File: src/rtl/updown_seq_pkg.sv
`default_nettype none
// ============================================================================
//  Module      : updown_seq_pkg
//  Description : Shared command-opcode and FSM state encodings for the
//                up/down count sequencer and its step unit.
//  Revision    : 1.0 - initial release
// ============================================================================
package updown_seq_pkg;

    // Command opcodes carried on cmd_op
    localparam logic [1:0] OP_UP    = 2'b00;
    localparam logic [1:0] OP_DOWN  = 2'b01;
    localparam logic [1:0] OP_LOAD  = 2'b10;
    localparam logic [1:0] OP_SWEEP = 2'b11;

    // Sequencer FSM states
    localparam int         STATE_W  = 2;
    localparam logic [1:0] S_IDLE   = 2'd0;
    localparam logic [1:0] S_RUN    = 2'd1;
    localparam logic [1:0] S_SWEEP  = 2'd2;

endpackage : updown_seq_pkg
`default_nettype wire

File: src/rtl/updown_step_unit.sv
`default_nettype none
// ============================================================================
//  Module      : updown_step_unit
//  Description : Counter datapath. Holds the counter value and computes the
//                next position for a wrapping step or a bouncing (triangle)
//                step, reporting whether a wrapping step crosses the end of
//                range and whether a bouncing step reverses direction.
//  Revision    : 1.0 - initial release
// ============================================================================
module updown_step_unit
    import updown_seq_pkg::*;
#(
    parameter int WIDTH = 3
) (
    input  logic             clk,
    input  logic             rst,
    input  logic             en_i,
    input  logic             dir_i,
    input  logic             load_i,
    input  logic [WIDTH-1:0] load_val_i,
    input  logic             bounce_i,
    output logic [WIDTH-1:0] value_o,
    output logic             wrap_o,
    output logic             flip_o
);

    localparam logic [WIDTH-1:0] C_MAX  = {WIDTH{1'b1}};
    localparam logic [WIDTH-1:0] C_ZERO = '0;
    localparam logic [WIDTH-1:0] C_ONE  = WIDTH'(1);

    logic [WIDTH-1:0] value_q;
    logic [WIDTH-1:0] value_d;

    // Next position: bouncing steps reflect off the ends, wrapping steps roll over
    always_comb begin
        value_d = dir_i ? (value_q + C_ONE) : (value_q - C_ONE);
        wrap_o  = 1'b0;
        flip_o  = 1'b0;
        if (bounce_i) begin
            if (dir_i && (value_q == C_MAX)) begin
                value_d = C_MAX - C_ONE;
                flip_o  = 1'b1;
            end else if (!dir_i && (value_q == C_ZERO)) begin
                value_d = C_ONE;
                flip_o  = 1'b1;
            end
        end else begin
            wrap_o = dir_i ? (value_q == C_MAX) : (value_q == C_ZERO);
        end
    end

    // Counter register: load has priority over a step
    always_ff @(posedge clk) begin
        if (rst) begin
            value_q <= '0;
        end else if (load_i) begin
            value_q <= load_val_i;
        end else if (en_i) begin
            value_q <= value_d;
        end
    end

    assign value_o = value_q;

endmodule : updown_step_unit
`default_nettype wire

File: src/rtl/updown_count_sequencer.sv
`default_nettype none
// ============================================================================
//  Module      : updown_count_sequencer
//  Description : Command-driven sequencer for the up/down counter. Accepts
//                UP/DOWN/LOAD/SWEEP commands over valid/ready, steps the
//                counter once per non-halted clock, and reports direction,
//                busy, done and wrap.
//  Revision    : 1.0 - initial release
// ============================================================================
module updown_count_sequencer
    import updown_seq_pkg::*;
#(
    parameter int WIDTH  = 3,
    parameter int STEP_W = 4
) (
    input  logic              clk,
    input  logic              reset,
    input  logic              cmd_valid,
    output logic              cmd_ready,
    input  logic [1:0]        cmd_op,
    input  logic [STEP_W-1:0] cmd_arg,
    input  logic [WIDTH-1:0]  cmd_data,
    input  logic              halt,
    output logic [WIDTH-1:0]  out,
    output logic              up,
    output logic              busy,
    output logic              done,
    output logic              wrap
);

    logic [STATE_W-1:0] state_q, state_d;
    logic [STEP_W-1:0]  rem_q,   rem_d;
    logic               up_q,    up_d;
    logic               done_q,  done_d;
    logic               wrap_q,  wrap_d;

    logic               w_accept;
    logic               w_load;
    logic               w_step_en;
    logic               w_bounce;
    logic               w_wrap;
    logic               w_flip;

    // State register plus the registered status flags; reset aborts any operation
    always_ff @(posedge clk) begin
        if (reset) begin
            state_q <= S_IDLE;
            rem_q   <= '0;
            up_q    <= 1'b1;
            done_q  <= 1'b0;
            wrap_q  <= 1'b0;
        end else begin
            state_q <= state_d;
            rem_q   <= rem_d;
            up_q    <= up_d;
            done_q  <= done_d;
            wrap_q  <= wrap_d;
        end
    end

    // Next-state: command decode in IDLE, step bookkeeping in RUN/SWEEP
    always_comb begin
        state_d = state_q;
        rem_d   = rem_q;
        up_d    = up_q;
        done_d  = 1'b0;
        wrap_d  = 1'b0;
        case (state_q)
            S_IDLE: begin
                if (w_accept) begin
                    if (cmd_op == OP_LOAD) begin
                        done_d = 1'b1;
                    end else if (cmd_arg == '0) begin
                        // Zero-length step commands complete immediately
                        done_d = 1'b1;
                    end else begin
                        rem_d = cmd_arg;
                        if (cmd_op == OP_SWEEP) begin
                            up_d    = 1'b1;
                            state_d = S_SWEEP;
                        end else begin
                            up_d    = (cmd_op == OP_UP);
                            state_d = S_RUN;
                        end
                    end
                end
            end
            S_RUN, S_SWEEP: begin
                if (w_step_en) begin
                    rem_d = rem_q - STEP_W'(1);
                    if (state_q == S_RUN) begin
                        wrap_d = w_wrap;
                    end else if (w_flip) begin
                        up_d = ~up_q;
                    end
                    // Final step lands the FSM in IDLE so the next command can follow
                    if (rem_q == STEP_W'(1)) begin
                        state_d = S_IDLE;
                        done_d  = 1'b1;
                    end
                end
            end
            default: begin
                state_d = S_IDLE;
            end
        endcase
    end

    // Outputs and handshake decode derived from the current state
    always_comb begin
        cmd_ready = (state_q == S_IDLE) && !reset;
        busy      = (state_q == S_RUN) || (state_q == S_SWEEP);
        w_accept  = cmd_valid && cmd_ready;
        w_load    = w_accept && (cmd_op == OP_LOAD);
        w_step_en = busy && !halt;
        w_bounce  = (state_q == S_SWEEP);
    end

    updown_step_unit #(
        .WIDTH (WIDTH)
    ) u_step (
        .clk        (clk),
        .rst        (reset),
        .en_i       (w_step_en),
        .dir_i      (up_q),
        .load_i     (w_load),
        .load_val_i (cmd_data),
        .bounce_i   (w_bounce),
        .value_o    (out),
        .wrap_o     (w_wrap),
        .flip_o     (w_flip)
    );

    assign up   = up_q;
    assign done = done_q;
    assign wrap = wrap_q;

endmodule : updown_count_sequencer
`default_nettype wire

File: config.mk
export PLATFORM = sky130hd
export DESIGN_NAME = updown_count_sequencer
export DESIGN_NICKNAME = d
export VERILOG_FILES = /design/src/rtl/updown_seq_pkg.sv /design/src/rtl/updown_step_unit.sv /design/src/rtl/updown_count_sequencer.sv
export SDC_FILE = /design/constraint.sdc
export NUM_CORES = 1
export LEC_CHECK = 0
export ABC_CLOCK_PERIOD_IN_PS = 5600
export CAP_MARGIN = 20
export CORE_MARGIN = 8
export CORE_UTILIZATION = 35
export DETAILED_ROUTE_END_ITERATION = 8
export PLACE_DENSITY = 0.65
export SYNTH_ARGS = -nofsm -noshare
export SYNTH_HDL_FRONTEND = slang
export SYNTH_SLANG_ARGS = --single-unit
File: constraint.sdc
create_clock -name clk -period 5.6 [get_ports clk]
set_input_delay 1.12 -clock clk [delete_from_list [all_inputs] [get_ports clk]]
set_output_delay 1.12 -clock clk [all_outputs]
set_load 0.02 [all_outputs]
==> flow_results.org <==
** Status
- Run status :: finished clean

** Clocking
- Number of hold buffers added after cts :: 0
- After clock tree synthesis, the clock-pin slew on the worst setup and hold paths is around 0.090 ns.
- After clock tree synthesis, the setup repair step added 0 buffers.
- Clock tree from TritonCTS :: built
- Number of buffers created by CTS :: 3
- Post-CTS Resized :: 0
- CTS built an H-tree with a depth of 1.
- The clock reaches the later pin of the worst-skew pair after between 0.2 and 0.3 ns.
- The root buffer cell chosen for the clock tree is sky130_fd_sc_hd__clkbuf_4.
- Worst-case clock buffer depth :: 2
- Clock sink count :: 12

** Yosys
- The share of the Yosys chip area taken by registers is 0.275.
- Top post-synthesis cells by area :: sky130_fd_sc_hd__dfxtp_1, sky130_fd_sc_hd__ha_1, sky130_fd_sc_hd__a21oi_1, sky130_fd_sc_hd__o21ai_0, sky130_fd_sc_hd__nor2_1
- Area of the mapped netlist :: ~870 um^2
- Syn Inst Count :: roughly 100
- Net Count, Synth :: approximately 130
- After synthesis, the netlist uses 42 different library cells.
- Yosys printed 0 warnings.
- Number of storage elements in the synthesis netlist :: 12
- Post-synthesis area per instance :: about 8.5 um^2
- Of the post-synthesis cell area, the dominant cell type holds 0.275.
- The largest total area in the synthesized netlist belongs to sky130_fd_sc_hd__dfxtp_1.

** Finish
- Of the cells placed in the final design, the portion with a size suffix greater than 1 is 0.0726.
- The filler cells instantiated in the layout total about 250.
- For this run, the share of the core covered by cells in the final layout is 0.470.
- Combined area of the multi-input logic cells :: ~590 um^2
- Number of diodes :: 0
- In the final design database the tool counted 147 nets.
- Most used cells in the layout excluding fill and tap cells :: sky130_fd_sc_hd__clkdlybuf4s50_1, sky130_fd_sc_hd__dfxtp_1, sky130_fd_sc_hd__nor2_1, sky130_fd_sc_hd__ha_1
- Leaving out fill and tap cells, the most frequent cell in the layout is sky130_fd_sc_hd__clkdlybuf4s50_1.
- Register Area :: about 240 um^2
- Compared with the post-synthesis result, the final layout area differs by 29.7%.

** Routing
- Detailed Route Iter0 Violations :: roughly 50
- Vias/cell :: ~5.7
- The first TritonRoute pass finished after 4 iterations.
- Routed vias :: 875
- Average routed wire per standard cell :: 15.4 um
- Once detail routing completed, the nets flagged for antenna violations numbered 0.
- The final layout contains routed wiring with a total length of 2.37 mm.
- For this run, design rule violations remaining after detail routing come to 0.

** Global route
- Initial antenna violation count :: 0
- Overflow left after global routing :: 0
- In the global route stage, overall resource usage came out at 0.118.
- The number of global-route vias before repair is ~880.
- Entering global routing, the biggest net connects 15 pins.
- Global-route wire length before repair :: around 4 mm

** Critical path
- CP arrival :: 2.73 ns
- The slowest stage of the critical path belongs to the cell sky130_fd_sc_hd__clkdlybuf4s50_1.
- On the worst path, the slowest cell contributes a delay of 0.66 ns.
- Element type at the critical path end :: output port
- STA classifies the critical path startpoint as an input port.
- The kind of cell with the highest combined delay along the critical path is buffers and inverters.
- Worst setup path class :: input port to output port
- CP required :: roughly 4.5 ns
- Bufs and invs on worst path :: 2
- Crit path cell chain :: clkdlybuf4s50_1, nor2b_1, clkdlybuf4s50_1
- Maximum net fanout on the critical path :: 14
- The most numerous cell type found on the critical path is sky130_fd_sc_hd__clkdlybuf4s50_1.

** Placement
- Port buffer count :: 20
- Final weighted congestion of routability-driven global placement :: 0.765
- HPWL after detailed placement :: between 1.5 and 2 mm

** STA
- Measured against its own limit, the worst slew margin works out to 0.654.
- Counting I/O delays and the setup requirement, the final critical path takes between 3 and 4 ns.
- Setup total negative slack on the finished layout was measured at 0 ns.
- Worst clock skew on the final layout :: around 0.016 ns
- Setup violations remaining at the end of the flow were counted as 0.
- Fmax :: around 260 MHz
- The number of hold-slack violations in the final timing report came to 0.
- RSZ-0062 raised after global routing :: false
- Dividing the final minimum period by the clock period gives 0.688.
- The final number of max-transition violations was 0.
- For the pin with the worst max-slew slack, the measured transition is slightly above 0.5 ns.

** Power and ir drop
- P_leak :: between 0.4 and 0.5 nW
- Pwr/cell area :: between 300 and 400 mW/mm^2
- Worst vdd ir :: 0.166 mV

** Die
- I/O pin cnt :: 21
- Die W :: roughly 66 um
- Row generation in the floorplan step produced 18 rows.
- Die Footprint :: about 0.0043 mm^2
- Area of the placeable core :: 0.00241 mm^2
- Starting utilization of the core area :: 0.362
- Measured along the y axis, the die boundary spans 66.0 um.

** Min path
- The tightest min-delay check is of the flop to flop type.

** Job
- Max-cap violations in this run came to 0.
final cells by class:
cell class,instances,area share
multi-input cells,81,0.523
inverters,7,0.0232
repair buffers,20,0.177
clock buffers,4,0.0320
flip-flops and latches,12,0.212
well taps,30,0.0331
cell usage after synthesis:
cell                        count
sky130_fd_sc_hd__and2_1         1
sky130_fd_sc_hd__nor2b_1        2
sky130_fd_sc_hd__and3_1         1
sky130_fd_sc_hd__o2bb2ai_1      1
sky130_fd_sc_hd__o31a_1         2
sky130_fd_sc_hd__and4_1         1
sky130_fd_sc_hd__ha_1           8
sky130_fd_sc_hd__inv_1          6
sky130_fd_sc_hd__nand2b_4       1
sky130_fd_sc_hd__nor4_2         1
sky130_fd_sc_hd__a22o_1         1
sky130_fd_sc_hd__nand4b_1       1
sky130_fd_sc_hd__a21boi_0       1
sky130_fd_sc_hd__a21o_1         2
sky130_fd_sc_hd__a311o_1        1
sky130_fd_sc_hd__a211oi_1       1
sky130_fd_sc_hd__nand3_1        3
sky130_fd_sc_hd__buf_4          1
sky130_fd_sc_hd__nor2_1         8
sky130_fd_sc_hd__or3b_2         1
sky130_fd_sc_hd__fa_1           1
sky130_fd_sc_hd__o31ai_2        1
sky130_fd_sc_hd__o211ai_1       2
sky130_fd_sc_hd__nand4_1        1
sky130_fd_sc_hd__a2111oi_1      1
sky130_fd_sc_hd__nor3_1         4
sky130_fd_sc_hd__o21ai_0        7
sky130_fd_sc_hd__inv_2          1
sky130_fd_sc_hd__xnor2_1        1
sky130_fd_sc_hd__o41a_1         1
sky130_fd_sc_hd__a21oi_1        7
sky130_fd_sc_hd__a221oi_1       3
sky130_fd_sc_hd__o31ai_1        4
sky130_fd_sc_hd__o21a_1         1
sky130_fd_sc_hd__dfxtp_1       12
sky130_fd_sc_hd__nand3b_1       1
sky130_fd_sc_hd__clkbuf_1       2
sky130_fd_sc_hd__nor3b_1        1
sky130_fd_sc_hd__nand2_1        5
sky130_fd_sc_hd__nor4_1         1
sky130_fd_sc_hd__o2111ai_1      1
sky130_fd_sc_hd__and2b_1        1
metal layers:
metal	global-route usage	up-vias	wire, um
met5	0	-	0
li1	-	432	-
met4	0.0320	0	15
met1	0.141	414	1080
met3	0.0576	2	201
met2	0.184	27	1070
worst reg2reg max path, delay by kind of cell (launching register included):
family                     cells  cell delay [ns]
AOI/OAI and AO/OA              3             0.90
adders and majority gates      1             0.51
DFF                            1             0.39
and+or+nand+nor                1             0.31
buffers and inverters          1             0.08
cells by family after synthesis:
logic type | synth area share
AOI/OAI and AO/OA | 0.305
and+or+nand+nor | 0.225
DFF | 0.275
buffers and inverters | 0.0473
adders and majority gates | 0.138
xor gates and xnor gates | 0.0100
flip-flops by register name, summed over array words and instances (netlist names):
| signal | count |
|---|---|
| state_q | 2 |
| done | 1 |
| up | 1 |
| wrap | 1 |
| u_step.value_o | 3 |
| rem_q | 4 |
final timing paths:
kind	start	endpoint	slack (ns)	cells after the start
min reg2reg	rem_q[1]	rem_q[1]	0.51	2
max reg2reg	state_q[0]	up	3.31	6
min	rem_q[1]	rem_q[1]	0.51	2
max	reset	cmd_ready	1.75	3
where the power goes:
| part | leakage (nW) | total (mW) | internal (mW) | switching (mW) |
|---|---|---|---|---|
| combinational | 0.299 | 0.201 | 0.0870 | 0.114 |
| sequential | 0.0979 | 0.123 | 0.102 | 0.0215 |
| clock | 0.0210 | 0.0713 | 0.0396 | 0.0317 |
stage by stage:
stage	instance area (um^2)	hold WS [ns]	total power [mW]	setup WS, ns	cells
detailed placement	1100	0.499	0.324	1.77	150
floorplan	873	0.463	0.261	3.00	103
global placement	1100	0.488	0.319	1.78	150
global route	1130	0.532	0.426	1.65	154
finish	1130	0.505	0.396	1.75	154
CTS	1130	0.511	0.397	1.76	154
Note: power is estimated with default switching activity, not from simulation.
